--- src/rtl/pacman_pkg.sv ---
// Shared encodings and default playfield limits for the Pac-Man game controller.
package pacman_pkg;

  typedef enum logic [1:0] {
    SCR_TITLE     = 2'd0,
    SCR_PLAY      = 2'd1,
    SCR_DYING     = 2'd2,
    SCR_GAME_OVER = 2'd3
  } screen_e;

  typedef enum logic [1:0] {
    DIR_RIGHT = 2'd0,
    DIR_LEFT  = 2'd1,
    DIR_UP    = 2'd2,
    DIR_DOWN  = 2'd3
  } dir_e;

  localparam int X_W         = 8;
  localparam int Y_W         = 7;
  localparam int X_MAX_DEF   = 159;
  localparam int Y_MAX_DEF   = 119;
  localparam int X_START_DEF = 80;
  localparam int Y_START_DEF = 60;

endpackage

--- src/rtl/pacman_pos_unit.sv ---
// Pac-Man position register: one-pixel steps with toroidal wrap, reloadable to spawn.
module pacman_pos_unit
  import pacman_pkg::*;
#(
  parameter int X_MAX   = X_MAX_DEF,
  parameter int Y_MAX   = Y_MAX_DEF,
  parameter int X_START = X_START_DEF,
  parameter int Y_START = Y_START_DEF
) (
  input  logic           clk,
  input  logic           rst_n,
  input  logic           load_spawn_i,
  input  logic           move_en_i,
  input  logic [1:0]     dir_i,
  output logic [X_W-1:0] x_o,
  output logic [Y_W-1:0] y_o
);

  logic [X_W-1:0] x_q, x_d;
  logic [Y_W-1:0] y_q, y_d;

  always_comb begin
    x_d = x_q;
    y_d = y_q;
    if (load_spawn_i) begin
      x_d = X_W'(X_START);
      y_d = Y_W'(Y_START);
    end else if (move_en_i) begin
      // Screen coordinates: "up" lowers y.
      case (dir_e'(dir_i))
        DIR_RIGHT: x_d = (x_q == X_W'(X_MAX)) ? '0 : x_q + 1'b1;
        DIR_LEFT:  x_d = (x_q == '0) ? X_W'(X_MAX) : x_q - 1'b1;
        DIR_UP:    y_d = (y_q == '0) ? Y_W'(Y_MAX) : y_q - 1'b1;
        DIR_DOWN:  y_d = (y_q == Y_W'(Y_MAX)) ? '0 : y_q + 1'b1;
        default:   ;
      endcase
    end
  end

  always_ff @(posedge clk or negedge rst_n) begin
    if (!rst_n) begin
      x_q <= X_W'(X_START);
      y_q <= Y_W'(Y_START);
    end else begin
      x_q <= x_d;
      y_q <= y_d;
    end
  end

  assign x_o = x_q;
  assign y_o = y_q;

endmodule

--- src/rtl/pacman_game_ctrl.sv ---
// Pac-Man game controller: screen FSM, score, lives, power and death timers.
module pacman_game_ctrl
  import pacman_pkg::*;
#(
  parameter int NUM_GHOSTS   = 4,
  parameter int LIVES        = 3,
  parameter int SCORE_W      = 8,
  parameter int GHOST_PTS    = 10,
  parameter int POWER_CYCLES = 200,
  parameter int DEATH_CYCLES = 50,
  parameter int X_MAX        = X_MAX_DEF,
  parameter int Y_MAX        = Y_MAX_DEF,
  parameter int X_START      = X_START_DEF,
  parameter int Y_START      = Y_START_DEF
) (
  input  logic                         clk,
  input  logic                         reset,
  input  logic                         startGame,
  input  logic [1:0]                   direction,
  input  logic                         moveTick,
  input  logic                         touchingWall,
  input  logic                         pellet,
  input  logic                         powerPellet,
  input  logic [NUM_GHOSTS-1:0]        touchingGhost,
  input  logic [NUM_GHOSTS-1:0]        badGhost,
  output logic [X_W-1:0]               x,
  output logic [Y_W-1:0]               y,
  output logic [1:0]                   s_screen,
  output logic [SCORE_W-1:0]           score,
  output logic [$clog2(LIVES+1)-1:0]   lives,
  output logic                         power_active,
  output logic [NUM_GHOSTS-1:0]        ghost_eaten,
  output logic                         en_ghostRand,
  output logic                         move_index,
  output logic                         s_game_over
);

  localparam int LW = $clog2(LIVES + 1);
  localparam int PW = $clog2(POWER_CYCLES + 1);
  localparam int DW = $clog2(DEATH_CYCLES + 1);
  localparam int CW = $clog2(NUM_GHOSTS + 1);
  localparam int SW = SCORE_W + 8;

  screen_e                state_q, state_d;
  logic [SCORE_W-1:0]     score_q, score_d;
  logic [LW-1:0]          lives_q, lives_d;
  logic [PW-1:0]          power_q, power_d;
  logic [DW-1:0]          death_q, death_d;
  logic [NUM_GHOSTS-1:0]  eaten_q, eaten_d;
  logic                   mi_q, mi_d;
  logic                   start_prev_q;
  logic                   start_armed_q;

  logic                   start_rise;
  logic                   load_spawn;
  logic                   move_en;
  logic [NUM_GHOSTS-1:0]  lethal_vec;
  logic [NUM_GHOSTS-1:0]  eat_vec;
  logic [CW-1:0]          eat_cnt;
  logic [SW-1:0]          sum_w;

  // A rising edge only counts once startGame has been seen low after reset,
  // so a button held through reset release cannot launch a game.
  assign start_rise = startGame & ~start_prev_q & start_armed_q;

  assign lethal_vec = touchingGhost & badGhost & {NUM_GHOSTS{~power_active}};
  assign eat_vec    = touchingGhost & {NUM_GHOSTS{power_active}};

  always_comb begin
    eat_cnt = '0;
    for (int i = 0; i < NUM_GHOSTS; i++) begin
      eat_cnt = eat_cnt + CW'(eat_vec[i]);
    end
    sum_w = SW'(score_q) + SW'(pellet) + SW'(GHOST_PTS) * SW'(eat_cnt);
  end

  always_comb begin
    state_d    = state_q;
    score_d    = score_q;
    lives_d    = lives_q;
    power_d    = power_q;
    death_d    = death_q;
    eaten_d    = '0;
    mi_d       = mi_q;
    load_spawn = 1'b0;
    move_en    = 1'b0;
    case (state_q)
      SCR_TITLE: begin
        if (start_rise) begin
          state_d    = SCR_PLAY;
          score_d    = '0;
          lives_d    = LW'(LIVES);
          power_d    = '0;
          load_spawn = 1'b1;
        end
      end
      SCR_PLAY: begin
        if (moveTick) mi_d = ~mi_q;
        if (|lethal_vec) begin
          // Death swallows every other event of the same cycle.
          state_d = SCR_DYING;
          lives_d = (lives_q != '0) ? lives_q - 1'b1 : '0;
          power_d = '0;
          death_d = DW'(DEATH_CYCLES - 1);
        end else begin
          move_en = moveTick & ~touchingWall;
          eaten_d = eat_vec;
          score_d = (|sum_w[SW-1:SCORE_W]) ? '1 : sum_w[SCORE_W-1:0];
          if (powerPellet)          power_d = PW'(POWER_CYCLES);
          else if (power_q != '0)   power_d = power_q - 1'b1;
        end
      end
      SCR_DYING: begin
        if (death_q == '0) begin
          if (lives_q == '0) begin
            state_d = SCR_GAME_OVER;
          end else begin
            state_d    = SCR_PLAY;
            load_spawn = 1'b1;
          end
        end else begin
          death_d = death_q - 1'b1;
        end
      end
      SCR_GAME_OVER: begin
        if (start_rise) state_d = SCR_TITLE;
      end
      default: state_d = SCR_TITLE;
    endcase
  end

  always_ff @(posedge clk or negedge reset) begin
    if (!reset) begin
      state_q       <= SCR_TITLE;
      score_q       <= '0;
      lives_q       <= LW'(LIVES);
      power_q       <= '0;
      death_q       <= '0;
      eaten_q       <= '0;
      mi_q          <= 1'b0;
      start_prev_q  <= 1'b0;
      start_armed_q <= 1'b0;
    end else begin
      state_q       <= state_d;
      score_q       <= score_d;
      lives_q       <= lives_d;
      power_q       <= power_d;
      death_q       <= death_d;
      eaten_q       <= eaten_d;
      mi_q          <= mi_d;
      start_prev_q  <= startGame;
      start_armed_q <= start_armed_q | ~startGame;
    end
  end

  pacman_pos_unit #(
    .X_MAX   (X_MAX),
    .Y_MAX   (Y_MAX),
    .X_START (X_START),
    .Y_START (Y_START)
  ) u_pos (
    .clk          (clk),
    .rst_n        (reset),
    .load_spawn_i (load_spawn),
    .move_en_i    (move_en),
    .dir_i        (direction),
    .x_o          (x),
    .y_o          (y)
  );

  assign s_screen     = state_q;
  assign score        = score_q;
  assign lives        = lives_q;
  assign power_active = (power_q != '0);
  assign ghost_eaten  = eaten_q;
  assign en_ghostRand = (state_q == SCR_PLAY);
  assign move_index   = mi_q;
  assign s_game_over  = (state_q == SCR_GAME_OVER);

endmodule

--- config.mk ---
export PLATFORM = sky130hd
export DESIGN_NAME = pacman_game_ctrl
export DESIGN_NICKNAME = d
export VERILOG_FILES = /design/src/rtl/pacman_pkg.sv /design/src/rtl/pacman_pos_unit.sv /design/src/rtl/pacman_game_ctrl.sv
export SDC_FILE = /design/constraint.sdc
export NUM_CORES = 1
export LEC_CHECK = 0
export ABC_AREA = 1
export ABC_CLOCK_PERIOD_IN_PS = 4500
export CAP_MARGIN = 40
export CORE_MARGIN = 2
export CORE_UTILIZATION = 55
export DETAILED_ROUTE_END_ITERATION = 10
export PLACE_DENSITY = 0.81
export SYNTH_ARGS = -nofsm -noshare
export SYNTH_HDL_FRONTEND = slang
export SYNTH_SLANG_ARGS = --single-unit
--- constraint.sdc ---
create_clock -name clk -period 4.5 [get_ports clk]
set_input_delay 0.675 -clock clk [delete_from_list [all_inputs] [get_ports clk]]
set_output_delay 0.675 -clock clk [all_outputs]
set_load 0.05 [all_outputs]
Word level (Yosys, flattened, before mapping)
Index checks and enable logic that the tools add are counted.
{"block": "word_totals", "latch_bits": 0, "out_inout_bits": 35, "mem_bits_ro": 0, "inputBits": 17, "n_memories": 0, "mem_bits_rw": 0, "wordCells": 113, "regBits": 48}
{"block": "op_classes", "n_addsub": 12, "n_eq_ne": 15, "magnitude_cmp": 0, "bitwise_logic": 12, "n_mux": 39, "n_reduce_logical": 23, "mul": 1, "shifts": 0, "div_mod_pow": 0}
{"operator": "two-way mux 8 bit", "count": 10}
{"operator": "one-hot mux 8 bit (2 select lines)", "count": 3}
{"operator": "two-way mux 7 bit", "count": 4}
{"operator": "two-way mux 2 bit", "count": 8}
{"operator": "subtractor 8 x 1 -> 8 bit (second input constant)", "count": 2}
{"operator": "one-hot mux 7 bit (2 select lines)", "count": 1}
{"operator": "bitwise AND 4 bit", "count": 3}
{"operator": "two-way mux 6 bit", "count": 2}
{"operator": "one-hot mux 6 bit (2 select lines)", "count": 1}
{"operator": "AND reduction 3 bit", "count": 4}
{"operator": "adder 9 x 7 -> 10 bit", "count": 1}
{"operator": "adder 8 x 1 -> 9 bit", "count": 1}
{"operator": "adder 8 x 1 -> 8 bit (second input constant)", "count": 1}
{"operator": "== test 2 bit (second input constant)", "count": 4}
{"operator": "== test 8 bit (second input constant)", "count": 1}
{"operator": "zero test 8 bit", "count": 1}
{"operator": "two-way mux 4 bit", "count": 2}
{"operator": "inequality test 2 bit (second input constant)", "count": 4}
{"operator": "one-hot mux 2 bit (4 select lines)", "count": 1}
{"operator": "nonzero test 2 bit", "count": 4}
{"operator": "nonzero test 8 bit", "count": 1}
{"operator": "OR reduction 8 bit", "count": 1}
{"operator": "adder 7 x 1 -> 7 bit (second input constant)", "count": 1}
{"operator": "== test 7 bit (second input constant)", "count": 1}
{"operator": "other kinds (23)", "count": 40}

Depth between registers and ports, before layout
Gate-level depths: netlist (run 1).
{"block": "depth", "ltp_word": 11, "ltp_mapped": 22, "mapped_depth_nobuf": 21}

Hierarchy
A second synthesis (run 1) with hierarchy kept.
{"block": "hier_totals", "cells_unflattened": 547, "area_unflattened_um2": 3697.3}
{"mod": "pacman_game_ctrl", "area_each_um2": 2324.7, "cells_each": 321, "instances": 1, "seq_area_each_um2": 828.3}
{"mod": "pacman_pos_unit", "area_each_um2": 1372.6, "cells_each": 226, "instances": 1, "seq_area_each_um2": 382.9}

Worst setup path after synthesis (run 1)
No wires, ideal clock.
{"block": "synth_path", "kind": "reg-to-reg", "from": "register power_q[0]", "to": "register score_q[6], in the netlist score[6]", "required_ps": 4381, "path_stages_with_launch": 19, "period_less_slack_ps": 3532, "slack_ps": 968, "t_arrival_ps": 3414, "setup_ps": 119, "n_path_buf": 1, "cell_sequence": "dfrtp_1 > inv_1 > ha_1 > nand3_1 > nor2_2 > buf_4 > nor2_1 > fa_1 > ha_1 > ha_1 > ha_1 > ha_1 > ha_1 > nand2_1 > nor2_1 > a21oi_1 > nand3_1 > nand2_1 > nand2_1"}
{"block": "synth_between", "elab_chain_cells": 11, "elab_cells_between_ends": 16, "classes_between": "add/sub: 4; mul: 1; eq/ne: 1; mux: 3; bitwise: 3; reduce/logical: 4"}
{"element": "start: declaration", "line": "pacman_game_ctrl.sv:47", "source": "logic [PW-1:0] power_q, power_d;"}
{"element": "start signal: assignment", "line": "pacman_game_ctrl.sv:147", "source": "power_q <= power_d;"}
{"element": "nonzero test 8 bit (*)", "line": "pacman_game_ctrl.sv:174", "source": "assign power_active = (power_q != '0);"}
{"element": "bitwise AND 4 bit", "line": "pacman_game_ctrl.sv:67", "source": "assign eat_vec = touchingGhost & {NUM_GHOSTS{power_active}};"}
{"element": "adder 1 x 1 -> 2 bit", "line": "pacman_game_ctrl.sv:72", "source": "eat_cnt = eat_cnt + CW'(eat_vec[i]);"}
{"element": "adder 2 x 1 -> 3 bit", "line": "pacman_game_ctrl.sv:72"}
{"element": "adder 3 x 1 -> 3 bit", "line": "pacman_game_ctrl.sv:72"}
{"element": "multiplier 3 x 3 -> 6 bit", "line": "pacman_game_ctrl.sv:74", "source": "sum_w = SW'(score_q) + SW'(pellet) + SW'(GHOST_PTS) * SW'(eat_cnt);"}
{"element": "adder 9 x 7 -> 10 bit", "line": "pacman_game_ctrl.sv:74"}
{"element": "OR reduction 8 bit", "line": "pacman_game_ctrl.sv:108", "source": "score_d = (|sum_w[SW-1:SCORE_W]) ? '1 : sum_w[SCORE_W-1:0];"}
{"element": "two-way mux 8 bit", "line": "pacman_game_ctrl.sv:108"}
{"element": "two-way mux 8 bit", "line": "pacman_game_ctrl.sv:99", "source": "if (|lethal_vec) begin"}
{"element": "one-hot mux 8 bit (2 select lines)", "line": "pacman_game_ctrl.sv:87", "source": "case (state_q)"}
{"element": "end signal: assignment", "line": "pacman_game_ctrl.sv:145", "source": "score_q <= score_d;"}
{"element": "end: declaration", "line": "pacman_game_ctrl.sv:45", "source": "logic [SCORE_W-1:0] score_q, score_d;"}
Mark *: on every way between the ends. The rest lies on a longest branch, timed or not. The select of a mux whose other input is x is not followed.
A chain may end at the register's enable or synchronous reset.

Worst setup path in the final report (run 1)
{"block": "layout_path", "from": "register power_q[0]", "to": "register score_q[7], in the netlist score[7]"}
Same word-level chain as after synthesis.

==> impl_metrics.py, run 1 <==
metrics = {
    "global_route": {
        "grt_overflow": 0,
        "track_usage_pct": 24.5,
        "first_global_vias": 3289,
        "antenna_found_initial": 0,
        "grt_pass1_wl_mm": 14.7,
        "grt_max_degree": 26,
    },
    "setup_path": {
        "cp_cell_sequence": "inv_1 > ha_1 > nand3_1 > nor2_2 > nor2_1 > fa_1 > ha_1 > ha_1 > ha_1 > ha_1 > ha_1 > nand2_1 > nor2_1 > a21oi_1 > nand3_1 > nand2_1 > nand2_1",
        "critPathSlowestCell": "fa_1",
        "worst_ep_arrival_time_ns": 4.11,
        "worst_ep_required_time_ns": 4.70,
        "cp_common_cell": "ha_1",
        "critPathCaptureType": "flip-flop",
        "cp_max_fo": 8,
        "slowest_delay_ns": 0.49,
        "path_class": "reg2reg",
        "start_kind": "flip-flop",
    },
    "hold_path": {
        "hp-class": "in2async",
    },
    "sta": {
        "rsz0062_at_grt": "no",
        "holdWs_ns": 0.364,
        "setup_ws_ns": 0.589,
        "period_share_pct": 86.9,
        "maxSlewViolCount": 0,
        "tns_ns": 0,
        "timing.fmax_mhz": 256,
        "setup_violations": 0,
        "min_period_ns": 3.91,
        "fin_skew_ns": 0.00982,
        "worst_slew_pin_slew_ns": 0.623,
        "maxSlewHeadroom_pct": 58.5,
        "finalHoldViolations": 0,
    },
    "logic_synthesis": {
        "yosysMostFrequentCell": "nand2_1",
        "synth_area_sq_mm": 0.00358,
        "synth.top_cell.area_share_pct": 28.0,
        "avgSynthCellArea_sq_um": 6.76,
        "synth_seq_area_share_pct": 33.8,
        "synth_nets": 569,
        "synthFlopType": "dfrtp_1",
        "synth-edff-count": 0,
        "yosysWarnings": 0,
        "netlist_top_cells_area": "dfrtp_1 (28%), nand2_1 (16%), nand3_1 (9.9%)",
        "yosys.area.top_type": "dfrtp_1",
        "synth.top_cells.by_count": "nand2_1 (154), nand3_1 (71), inv_1 (69)",
        "syn_inst": 529,
        "synth_seq_cells": 48,
        "async_reset_ff_share_pct": 100,
        "synth.distinct_cells": 32,
    },
    "route": {
        "viasPerCell": 5.43,
        "drc": 0,
        "vias": 3584,
        "dr.pass1.iters": 7,
        "drt_iter0_drc": 250,
        "routed_wirelength_mm": 8.46,
        "routedWlPerCell_um": 12.8,
        "antenna_left": 0,
    },
    "place": {
        "gp_congestion": 0.881,
        "dp_cells": 652,
        "io_buffers": 51,
        "dp_hpwl_mm": 6.53,
        "preCtsSetupSlack_ns": 0.416,
    },
    "layout": {
        "drive_above_1_share_pct": 6.69,
        "layout.nets": 622,
        "area_growth_pct": 19.1,
        "antenna_cells": 0,
        "instances_no_fill": 660,
    },
    "die": {
        "start_util_pct": 56.7,
        "die_h_um": 84.7,
        "row_count": 29,
        "coreArea_sq_mm": 0.00631,
        "dieArea_sq_mm": 0.00717,
        "die_x_um": 84.7,
        "io_pins": 52,
    },
    "cts": {
        "numCtsBuffers": 5,
        "hold_buffers": 0,
        "cts_tree": "done",
        "cts-resized-gates": 0,
        "htreeDepth": 2,
        "clkLatencyLatePin_ns": 0.31,
        "root_buffer": "clkbuf_8",
        "clock_path_buffers": 2,
        "clock_sinks": 48,
        "clkTransAtPathRegs_ns": 0.10,
        "cts_setup_buffers": 0,
    },
    "flow_run": {
        "cap_violations": 0,
    },
    "power": {
        "leakagePower_nw": 2.22,
        "power_density_mw_per_mm2": 833,
        "vdd_ir_drop_max_mv": 0.563,
    },
    "status": {
        "outcome": "finished clean",
    },
}
[cell usage in the layout (no fill, tap or decap)]
cell type	count
xor2_1	9
buf_2	1
nand2_2	3
nand4_1	11
or2_0	1
o21ai_0	35
nor3_1	6
nor2_2	4
inv_1	69
dfrtp_1	40
nor2_8	1
clkinvlp_4	2
fa_1	2
clkbuf_8	5
nand3_2	3
o21ai_2	1
or2_2	1
buf_4	1
o22ai_1	1
o211ai_1	1
a21oi_2	1
dfstp_2	8
a21oi_1	11
o21bai_1	1
buf_16	1
xnor2_1	3
inv_2	6
nand2_1	154
nor2_1	55
clkdlybuf4s50_1	50
nand3_1	71
o21ai_1	2
clkinv_4	1
ha_1	21
nand3b_1	1
[per-layer routing]
layer / vias to the layer above / part of all wire [%] / track usage [%]
li1: 1802 / - / -
met1: 1667 / 44 / 33.0
met2: 104 / 50 / 42.4
met3: 11 / 5.2 / 3.93
met4: 0 / 0.89 / 4.18
met5: - / 0 / 0
[area by class of cell]
class / instances / area, sq um
fillers: 571 / 2050
inverters: 75 / 282
clock buffers: 5 / 68.8
clock inverters: 3 / 23.8
multi-input cells: 399 / 2040
flip-flops and latches: 48 / 1210
repair buffers: 53 / 541
well taps: 77 / 96.3
[worst max-delay path, delay by kind of cell (launching register included)]
kind	cells	cell delay [ns]
and+or+nand+nor	8	0.89
AOI/OAI and AO/OA	1	0.49
adders and majority gates	7	1.89
DFF	1	0.40
buffers and inverters	1	0.13
[registers in the layout, summed over array words and instances, names as in the netlist]
name / flops
power_q: 8
score: 8
u_pos.x_o: 8
u_pos.y_o: 7
death_q: 6
ghost_eaten: 4
lives: 2
s_screen: 2
move_index: 1
start_armed_q: 1
start_prev_q: 1
[worst paths after layout]
| check | end | start | slack (ns) | cells past startpoint |
|---|---|---|---|---|
| worst max register to register | score[7]$_DFFE_PN0P_ | power_q[0]$_DFFE_PN0P_ | 0.59 | 17 |
| max in group asynchronous | u_pos.y_o[5]$_DFFE_PN1P_ | reset | 3.53 | 2 |
| worst max-delay path | score[7]$_DFFE_PN0P_ | power_q[0]$_DFFE_PN0P_ | 0.59 | 17 |
| worst min-delay path | score[2]$_DFFE_PN0P_ | reset | 0.36 | 1 |
| min in group clk | start_armed_q$_DFF_PN0_ | start_armed_q$_DFF_PN0_ | 0.48 | 2 |
| worst min register to register | start_armed_q$_DFF_PN0_ | start_armed_q$_DFF_PN0_ | 0.48 | 2 |
[through the flow]
| step | total power, mW | utilization (%) | instance area [sq um] |
|---|---|---|---|
| after CTS | 3.55 | 67.5 | 4260 |
| after global placement | 3.19 | 65.6 | 4140 |
| after detailed placement | 3.28 | 66.0 | 4170 |
| after floorplan | 2.65 | - | 3580 |
| after global routing | 3.88 | 67.5 | 4260 |
| final | 3.55 | 67.5 | 4260 |
[kinds of logic (layout without fill, tap and decap cells)]
logic type               after synthesis  in the layout  share of synthesized area (%)
XOR/XNOR                              12             12                           2.94
AND/OR/NAND/NOR                      311            311                           37.8
buffers and inverters                 82            136                           9.16
flip-flops                            48             48                           33.8
adder cells (fa/ha/maj)               23             23                           8.46
AO/OA/AOI/OAI                         53             53                           7.80
[power by group]
part | switching [mW] | internal (mW) | total (mW)
registers | 0.228 | 0.643 | 0.871
logic | 1.58 | 0.832 | 2.42
clock network | 0.151 | 0.110 | 0.261
total | 1.96 | 1.59 | 3.55
No activity file was read; power rests on OpenSTA's default activity.
==> inputs of run 2 (changes only) <==
--- a/config.mk
+++ b/config.mk
@@ -11,6 +11,7 @@
 export CORE_MARGIN = 2
 export CORE_UTILIZATION = 55
 export DETAILED_ROUTE_END_ITERATION = 10
+export HOLD_SLACK_MARGIN = 0.02
 export PLACE_DENSITY = 0.81
 export SYNTH_ARGS = -nofsm -noshare
 export SYNTH_HDL_FRONTEND = slang
==> results of run 2 <==
Same layout as run 1: the final DEF is identical, and so are final timing and power.
